### src/rtl/inst_fetch_queue_if.sv
// Fetch-unit bus bundle: decode-side control, instruction memory port and queue head.
// The master modport is the fetch queue itself; slave is the decode stage / memory side.
interface inst_fetch_queue_if;
  logic        stall_i;
  logic        flush_i;
  logic [31:0] flush_addr_i;
  logic        imem_req_o;
  logic [31:0] imem_addr_o;
  logic        imem_ack_i;
  logic [31:0] imem_rdata_i;
  logic [31:0] pc_o;
  logic [31:0] inst_o;
  logic        inst_valid_o;

  modport master (
    input  stall_i, flush_i, flush_addr_i, imem_ack_i, imem_rdata_i,
    output imem_req_o, imem_addr_o, pc_o, inst_o, inst_valid_o
  );

  modport slave (
    output stall_i, flush_i, flush_addr_i, imem_ack_i, imem_rdata_i,
    input  imem_req_o, imem_addr_o, pc_o, inst_o, inst_valid_o
  );
endinterface

### src/rtl/inst_fetch_queue.sv
// Instruction fetch unit: one outstanding memory request feeding a small circular queue.
// A redirect while a request is in flight turns that request into a discarded one.
module inst_fetch_queue #(
  parameter logic [31:0] RESET_PC = 32'h0000_0000,
  parameter int unsigned QDEPTH   = 4
) (
  input  logic               clk,
  input  logic               rst,
  inst_fetch_queue_if.master bus
);
  localparam int unsigned    PTR_W = $clog2(QDEPTH);
  localparam int unsigned    CNT_W = PTR_W + 1;
  localparam logic [CNT_W-1:0] FULL = CNT_W'(QDEPTH);

  typedef enum logic [1:0] {IDLE = 2'd0, WAIT = 2'd1, DROP = 2'd2} state_t;

  state_t           state_q, state_d;
  logic [31:0]      fetch_pc_q, fetch_pc_d;
  logic [31:0]      addr_q, addr_d;
  logic [CNT_W-1:0] count_q;
  logic [PTR_W-1:0] wr_ptr_q, rd_ptr_q;
  logic [31:0]      pc_mem   [QDEPTH];
  logic [31:0]      inst_mem [QDEPTH];
  logic             push, pop, qvalid;
  logic [31:0]      flush_pc;

  assign flush_pc = {bus.flush_addr_i[31:2], 2'b00};
  assign qvalid   = (count_q != '0);
  assign push     = (state_q == WAIT) && bus.imem_ack_i && !bus.flush_i;
  assign pop      = qvalid && !bus.stall_i && !bus.flush_i;

  always_comb begin
    state_d    = state_q;
    fetch_pc_d = fetch_pc_q;
    addr_d     = addr_q;
    case (state_q)
      IDLE: begin
        // A redirect cycle never issues; the new target goes out next cycle.
        if (bus.flush_i) begin
          fetch_pc_d = flush_pc;
        end else if (count_q < FULL) begin
          state_d    = WAIT;
          addr_d     = fetch_pc_q;
          fetch_pc_d = fetch_pc_q + 32'd4;
        end
      end
      WAIT: begin
        if (bus.imem_ack_i)   state_d = IDLE;
        else if (bus.flush_i) state_d = DROP;
        if (bus.flush_i) fetch_pc_d = flush_pc;
      end
      DROP: begin
        if (bus.imem_ack_i) state_d = IDLE;
        if (bus.flush_i)    fetch_pc_d = flush_pc;
      end
      default: state_d = IDLE;
    endcase
  end

  always_ff @(posedge clk) begin
    if (rst) begin
      state_q    <= IDLE;
      fetch_pc_q <= {RESET_PC[31:2], 2'b00};
      addr_q     <= '0;
    end else begin
      state_q    <= state_d;
      fetch_pc_q <= fetch_pc_d;
      addr_q     <= addr_d;
    end
  end

  // Queue control; a redirect empties the queue regardless of push/pop.
  always_ff @(posedge clk) begin
    if (rst || bus.flush_i) begin
      count_q  <= '0;
      wr_ptr_q <= '0;
      rd_ptr_q <= '0;
    end else begin
      if (push) wr_ptr_q <= wr_ptr_q + 1'b1;
      if (pop)  rd_ptr_q <= rd_ptr_q + 1'b1;
      count_q <= count_q + CNT_W'(push) - CNT_W'(pop);
    end
  end

  always_ff @(posedge clk) begin
    if (push) begin
      pc_mem[wr_ptr_q]   <= addr_q;
      inst_mem[wr_ptr_q] <= bus.imem_rdata_i;
    end
  end

  assign bus.imem_req_o   = (state_q != IDLE);
  assign bus.imem_addr_o  = addr_q;
  assign bus.inst_valid_o = qvalid;
  assign bus.pc_o         = qvalid ? pc_mem[rd_ptr_q]   : 32'd0;
  assign bus.inst_o       = qvalid ? inst_mem[rd_ptr_q] : 32'd0;
endmodule

### src/flat_wrapper.sv
// flat-port wrapper written by rule: the top's interface ports become plain ports
module inst_fetch_queue_flat 
#(
  parameter logic [31:0] RESET_PC = 32'h0000_0000,
  parameter int unsigned QDEPTH   = 4
)
  (clk, rst, bus_stall_i, bus_flush_i, bus_flush_addr_i, bus_imem_ack_i, bus_imem_rdata_i, bus_imem_req_o, bus_imem_addr_o, bus_pc_o, bus_inst_o, bus_inst_valid_o);
  inst_fetch_queue_if bus_i ();
  input  logic clk;
  input  logic rst;
  input wire logic [$bits(bus_i.stall_i)-1:0] bus_stall_i;
  input wire logic [$bits(bus_i.flush_i)-1:0] bus_flush_i;
  input wire logic [$bits(bus_i.flush_addr_i)-1:0] bus_flush_addr_i;
  input wire logic [$bits(bus_i.imem_ack_i)-1:0] bus_imem_ack_i;
  input wire logic [$bits(bus_i.imem_rdata_i)-1:0] bus_imem_rdata_i;
  output wire logic [$bits(bus_i.imem_req_o)-1:0] bus_imem_req_o;
  output wire logic [$bits(bus_i.imem_addr_o)-1:0] bus_imem_addr_o;
  output wire logic [$bits(bus_i.pc_o)-1:0] bus_pc_o;
  output wire logic [$bits(bus_i.inst_o)-1:0] bus_inst_o;
  output wire logic [$bits(bus_i.inst_valid_o)-1:0] bus_inst_valid_o;
  assign bus_i.stall_i = bus_stall_i;
  assign bus_i.flush_i = bus_flush_i;
  assign bus_i.flush_addr_i = bus_flush_addr_i;
  assign bus_i.imem_ack_i = bus_imem_ack_i;
  assign bus_i.imem_rdata_i = bus_imem_rdata_i;
  assign bus_imem_req_o = bus_i.imem_req_o;
  assign bus_imem_addr_o = bus_i.imem_addr_o;
  assign bus_pc_o = bus_i.pc_o;
  assign bus_inst_o = bus_i.inst_o;
  assign bus_inst_valid_o = bus_i.inst_valid_o;
  inst_fetch_queue #(.RESET_PC(RESET_PC), .QDEPTH(QDEPTH)) u_core (.clk(clk), .rst(rst), .bus(bus_i));
endmodule
### config.mk
export PLATFORM = sky130hd
export DESIGN_NAME = inst_fetch_queue_flat
export DESIGN_NICKNAME = d
export VERILOG_FILES = /design/src/rtl/inst_fetch_queue_if.sv /design/src/rtl/inst_fetch_queue.sv /design/src/flat_wrapper.sv
export SDC_FILE = /design/constraint.sdc
export NUM_CORES = 1
export LEC_CHECK = 0
export CORE_ASPECT_RATIO = 0.8
export CORE_MARGIN = 1.5
export CORE_UTILIZATION = 25
export CTS_BUF_LIST = sky130_fd_sc_hd__clkbuf_8
export DETAILED_ROUTE_END_ITERATION = 6
export DONT_BUFFER_PORTS = 1
export GPL_TIMING_DRIVEN = 1
export PLACE_DENSITY = 0.4
export SLEW_MARGIN = 40
export SYNTH_ARGS = -nofsm -noshare
export SYNTH_HDL_FRONTEND = slang
export SYNTH_SLANG_ARGS = --single-unit
export TNS_END_PERCENT = 30
### constraint.sdc
create_clock -name clk -period 6.9 [get_ports clk]
set_input_delay 1.035 -clock clk [delete_from_list [all_inputs] [get_ports clk]]
set_output_delay 1.035 -clock clk [all_outputs]
set_load 0.02 [all_outputs]
==> results of run 1 <==
[per-stage QoR]
stage,cells,setup WS (ns),utilization,area (um2)
5_1_grt,1619,3.01,0.287,14700
3_5_place_dp,1524,3.71,0.269,13800
4_1_cts,1619,3.12,0.287,14700
6_report,1619,3.25,0.287,14700
3_3_place_gp,1523,3.39,0.268,13800
2_1_floorplan,887,3.52,-,13100
[power by group through the flow]
stage	combinational, mW	sequential [mW]	clock (mW)
finish	0.257	2.22	1.55
global route	0.290	2.23	1.71
CTS	0.264	2.22	1.62
detailed placement	0.263	2.26	0
global placement	0.261	2.26	0
floorplan	0.224	2.22	0
[registers in the layout (all words and copies together) (netlist names), named ones only]
name and count:
u_core.bus.imem_addr_o 30, u_core.count_q 3, u_core.fetch_pc_q 30, u_core.inst_mem 128, u_core.pc_mem 120, u_core.rd_ptr_q 2
u_core.state_q 2, u_core.wr_ptr_q 2
[worst max-delay path: stages, from the launching register on]
cell     delay (ns)
dfxtp_4        0.61
buf_4          0.54
mux4_2         0.31
nor2b_1        0.51
[final timing paths]
kind | start | endpoint | slack, ns | cells after the start
max reg2reg | u_core.count_q[2] | u_core.count_q[2] | 4.16 | 9
min | rst | u_core.state_q[0] | 0.50 | 1
min reg2reg | u_core.fetch_pc_q[31] | u_core.bus.imem_addr_o[31] | 0.51 | 2
max | flop | bus_pc_o[19] | 3.25 | 3
[synthesized netlist by cell type, types with 2 or more instances]
cell and instances:
and2_1 6, dfxtp_1 71, a21oi_1 59, buf_6 3, a32oi_1 2, or4_1 2, nor4_1 5, buf_2 11
o31ai_1 7, nor2_1 41, a31oi_1 6, and4_1 3, a22oi_1 7, a211o_1 6, inv_1 15, nand2b_1 5
or2_2 2, nor2b_1 64, mux4_2 62, o41ai_1 2, nor3_1 7, nor4b_1 4, a311oi_1 2, a21o_1 2
o22ai_1 4, edfxtp_1 248, mux2i_1 3, nand2_1 100, a211oi_1 6, xnor2_1 4, nand3b_1 2, nand3_1 22
nand4_1 7, clkbuf_1 36, and3_1 3, ha_1 12, buf_4 6, o21ai_0 14
[metal layers]
layer	up-vias	wire [um]
met5	-	0
met2	176	15100
met3	58	2360
met4	0	663
met1	3736	15500
li1	3378	-
[layout make-up]
| cell class | count | area, um2 | share of cell area |
|---|---|---|---|
| Clock buffer | 56 | 771 | 0.0523 |
| Tap cell | 684 | 856 | 0.0580 |
| Clock inverter | 39 | 190 | 0.0129 |
| Timing Repair Buffer | 13 | 114 | 0.00772 |
| Inverter | 15 | 56.3 | 0.00382 |
| Sequential cell | 319 | 8880 | 0.602 |
| Multi-Input combinational cell | 493 | 3880 | 0.263 |
[cell families (layout without fill, tap and decap cells)]
group,count (synthesis),count (layout),synth area share
compound gates,124,124,0.0580
xor+xnor,5,5,0.00335
fa+ha+maj,13,13,0.0130
buf+inv,75,123,0.0268
flops,319,319,0.679
mux,65,65,0.109
other cells,1,4,0.000287
simple gates,282,282,0.110
==> reports/metrics.cfg, run 1 <==
[placement]
io_buffer_count = 0
routabilityCongestion = 0.754
dp.final_hpwl_um = 20500

[global_routing]
grt_pass1_vias = 7638
grt_use_met1 = 0.170
antenna_found_initial = 1
top_usage_layer = met2
grt_overflow = 0
grt_use_met2 = 0.190
grtUsageTotal = 0.126
grt_max_degree = 74
grt_pass1_wl_um = 50600
met3_usage = 0.0408

[cts]
root_buffer = clkbuf_8
clock_path_buffers = 3
cts_num_sinks = 319
postCtsSetupRepairBufs = 0
cts_buffers = 54
cts_resized = 0
cts.hold.buffers_added = 0
cts_tree = yes
clk_latency_ns = 0.61
htree_levels = 2
clk_pin_slew_ns = 0.06

[yosys]
synth-seq-area-share = 0.679
netlist_instances = 884
synthArstFlopShare = 0
synth_cell_types = 61
yosysWarningCount = 0
synth_area_leaders = edfxtp_1 (57%), dfxtp_1 (11%), mux4_2 (11%)
synth_top_area_frac = 0.570
synth-main-ff-cell = edfxtp_1
synth_area_mm2 = 0.0131
ys_ff_latch = 319
synth_edf_count = 248
synth_top_cell_by_area = edfxtp_1
synth.avg_cell_area_um2 = 14.8

[pwr]
powerDensity_mw_per_mm2 = 273
seqPwrFrac = 0.552
swShare = 0.253
combPwrFrac = 0.064
p_int_mw = 3.01
ir_drop_mv = 0.107
clkPwrFrac = 0.384
p_sw_mw = 1.02
power.total_mw = 4.03
power.leakage_nw = 4.56

[min_path]
hold_path_class = input port to flop

[finish]
layout_common_cells = edfxtp_1 (248), nand2_1 (99), dfxtp_1 (69)
antennaDiodeCount = 0
n_fill_cell = 5226
areaGrowthSynthToFinish_pct = 12.9
final_common_cell = edfxtp_1
final_nets = 978
drive_above_1_share = 0.171

[timing]
worst_pin_slew_ns = 0.769
slew-limit-headroom = 0.487
rsz0062_at_grt = false
finalCriticalPeriod_ns = 3.65
fmax_ghz = 0.274
setup_tns_ns = 0
period_share = 0.529
skew_ns = 0.0178
finalSetupViolations = 0
slew_viol_final = 0
hold_viol_final = 0
whs_ns = 0.495

[detailed_routing]
vias_per_cell = 4.54
wire_per_inst_um = 20.7
drc = 0
vias = 7348
drtIter0Drc = 384
dr.pass1.iters = 4
postRouteWirelength_um = 33600
ant_nets = 0

[worst_setup_path]
cp.arrival_ns = 2.62
critPathMaxFanout = 25
worstSetupStartpointType = flop
cp-end-kind = output pin
crit_type = flop to output pin
worstPathRequired_ns = 5.86

[die]
placementRows = 74
die_h_um = 207
num_io_pins = 167
die_area_mm2 = 0.0536
start_util = 0.255
fp.dieW_um = 259
placeableCoreArea_mm2 = 0.0513

[run_status]
status = completed

[flow_run]
cap_violations = 0

Note: power is estimated with default switching activity, not from simulation.
==> run 2: changes to the inputs <==
--- a/config.mk
+++ b/config.mk
@@ -12,7 +12,7 @@
 export DETAILED_ROUTE_END_ITERATION = 6
 export DONT_BUFFER_PORTS = 1
 export GPL_TIMING_DRIVEN = 1
-export PLACE_DENSITY = 0.4
+export PLACE_DENSITY = 0.42
 export SLEW_MARGIN = 40
 export SYNTH_ARGS = -nofsm -noshare
 export SYNTH_HDL_FRONTEND = slang
==> constraint.sdc (replaced) <==
create_clock -name clk -period 2.9 [get_ports clk]
set_input_delay 0.435 -clock clk [delete_from_list [all_inputs] [get_ports clk]]
set_output_delay 0.435 -clock clk [all_outputs]
set_load 0.02 [all_outputs]
==> run 2 against run 1 <==
  * Final area increased by 4.8%
  * Clock skew increased by 0.019 ns
  * Die area unchanged
  * Via count increased by 3.7%
  * Final cell count increased by 4.1%
  * First-iteration DRC count increased by 3.4%
  * Highest routed layer unchanged
  * Count of clock-buffer cells in the layout unchanged
  * Hold slack got worse by 0.43 ns
==> reports/metrics.cfg, run 2 (synthesis results as in run 1) <==
[finish]
areaGrowthSynthToFinish_pct = 18.3
drive_above_1_share = 0.179
final_common_cell = edfxtp_1
largest_register_ffs = 128
layout_common_cells = edfxtp_1 (248), nand2_1 (100), dfxtp_1 (69)
antennaDiodeCount = 0
top_register = u_core.inst_mem
final_nets = 1039
reg.largest.list = u_core.inst_mem: 128 flops, u_core.pc_mem: 120 flops
final_cells = 1685

[run_status]
status = completed

[min_path]
hold_path_class = input port to flop
whs_path_depth = 2

[global_routing]
antenna_found_initial = 0
grtUsageTotal = 0.127
grt_pass1_wl_um = 51500
grt_overflow = 0
grt_pass1_vias = 7903
grt_max_degree = 64

[detailed_routing]
vias_per_cell = 4.52
vias = 7621
postRouteWirelength_um = 34000
wire_per_inst_um = 20.2
dr.pass1.iters = 5
ant_nets = 0
drtIter0Drc = 397
drc = 0

[timing]
skew_ns = 0.0366
worst_pin_slew_ns = 0.631
slew-limit-headroom = 0.580
rsz0062_at_grt = false
hold_viol_final = 0
fmax_ghz = 0.366
setup_tns_ns = 0
finalCriticalPeriod_ns = 2.74
period_share = 0.943
slew_viol_final = 0
finalSetupViolations = 0

[worst_setup_path]
crit_family = flip-flops
path_buf_inv = 1
worst-r2r-cell-count = 8
max_stage_delay_ns = 0.55
worstPathRequired_ns = 2.47
crit_slowest_cell = dfxtp_4
path_cells = buf_4, mux4_2, nor2b_1
cp.arrival_ns = 2.30
cp-end-kind = output pin
cp.depth = 3
crit_type = flop to output pin
worstSetupStartpointType = flop
critPathMaxFanout = 14

[cts]
postCtsSetupRepairBufs = 0
root_buffer = clkbuf_8
cts_num_sinks = 319
cts_buffers = 54
htree_levels = 2
cts_tree = yes
clock_path_buffers = 3
clk_pin_slew_ns = 0.06
clk_latency_ns = 0.65

[pwr]
ir_drop_mv = 0.286
powerDensity_mw_per_mm2 = 632
power.leakage_nw = 4.91

[flow_run]
cap_violations = 0

[die]
start_util = 0.255
num_io_pins = 167
fp.dieW_um = 259
die_area_mm2 = 0.0536
placementRows = 74
die_h_um = 207
placeableCoreArea_mm2 = 0.0513

[placement]
io_buffer_count = 0
dp.final_hpwl_um = 21600
numPlacedInstances = 1542
routabilityCongestion = 0.752

run 2: cell count changes in the layout (fill, tap and decap cells not counted), sizes merged:
cell / previous run / this run
buf: 13 / 33
dlygate4sd3: 0 / 41
inv: 32 / 41
clkinv: 20 / 16
run 2: routing by layer:
| layer | vias to the layer above | track usage | part of all wire |
|---|---|---|---|
| met2 | 201 | 0.192 | 0.45 |
| met5 | - | 0 | 0 |
| met4 | 0 | 0.0432 | 0.020 |
| li1 | 3509 | - | - |
| met3 | 51 | 0.0364 | 0.062 |
| met1 | 3860 | 0.175 | 0.47 |
run 2: layout make-up:
class | count | area (um2)
multi-input cells | 493 | 3880
clock inverters | 44 | 220
inverters | 15 | 56.3
clock buffers | 56 | 771
repair buffers | 74 | 790
fillers | 5170 | 35800
well taps | 684 | 856
flip-flops and latches | 319 | 8880
run 2: path summary, 6_finish.rpt:
kind,startpoint,end,slack (ns)
worst max register to register,u_core.state_q[0],u_core.fetch_pc_q[17],0.31
worst min register to register,u_core.fetch_pc_q[8],u_core.bus.imem_addr_o[8],0.52
worst min-delay path,bus_flush_i,u_core.wr_ptr_q[1],0.06
worst max-delay path,flop,bus_inst_o[16],0.16
run 2: repair_timing:
action                     4_1_cts  5_1_grt
hold buffers                    42        0
gates resized for setup          0        2
hold endpoints to repair       189        0
setup endpoints to repair        0        2
run 2: where the power goes:
group          internal [mW]  leakage, nW  switching [mW]  total [mW]
sequential              5.06         2.80           0.207        5.27
combinational          0.290         1.51           0.452       0.742
clock                   1.88        0.596            1.86        3.75
total                   7.24         4.91            2.52        9.76
run 2: metrics by stage:
step                      utilization  setup slack, ns  hold slack (ns)  power (mW)  area, um2
after global placement          0.273            0.501            0.498        6.02      14000
after CTS                       0.301           0.0135        0.0000679        9.96      15400
final                           0.301            0.164           0.0603        9.76      15500
after global routing            0.301          0.00308           0.0537        10.2      15500
after detailed placement        0.273            0.485            0.496        6.03      14000
after floorplan                     -           0.0925            0.453        5.82      13100
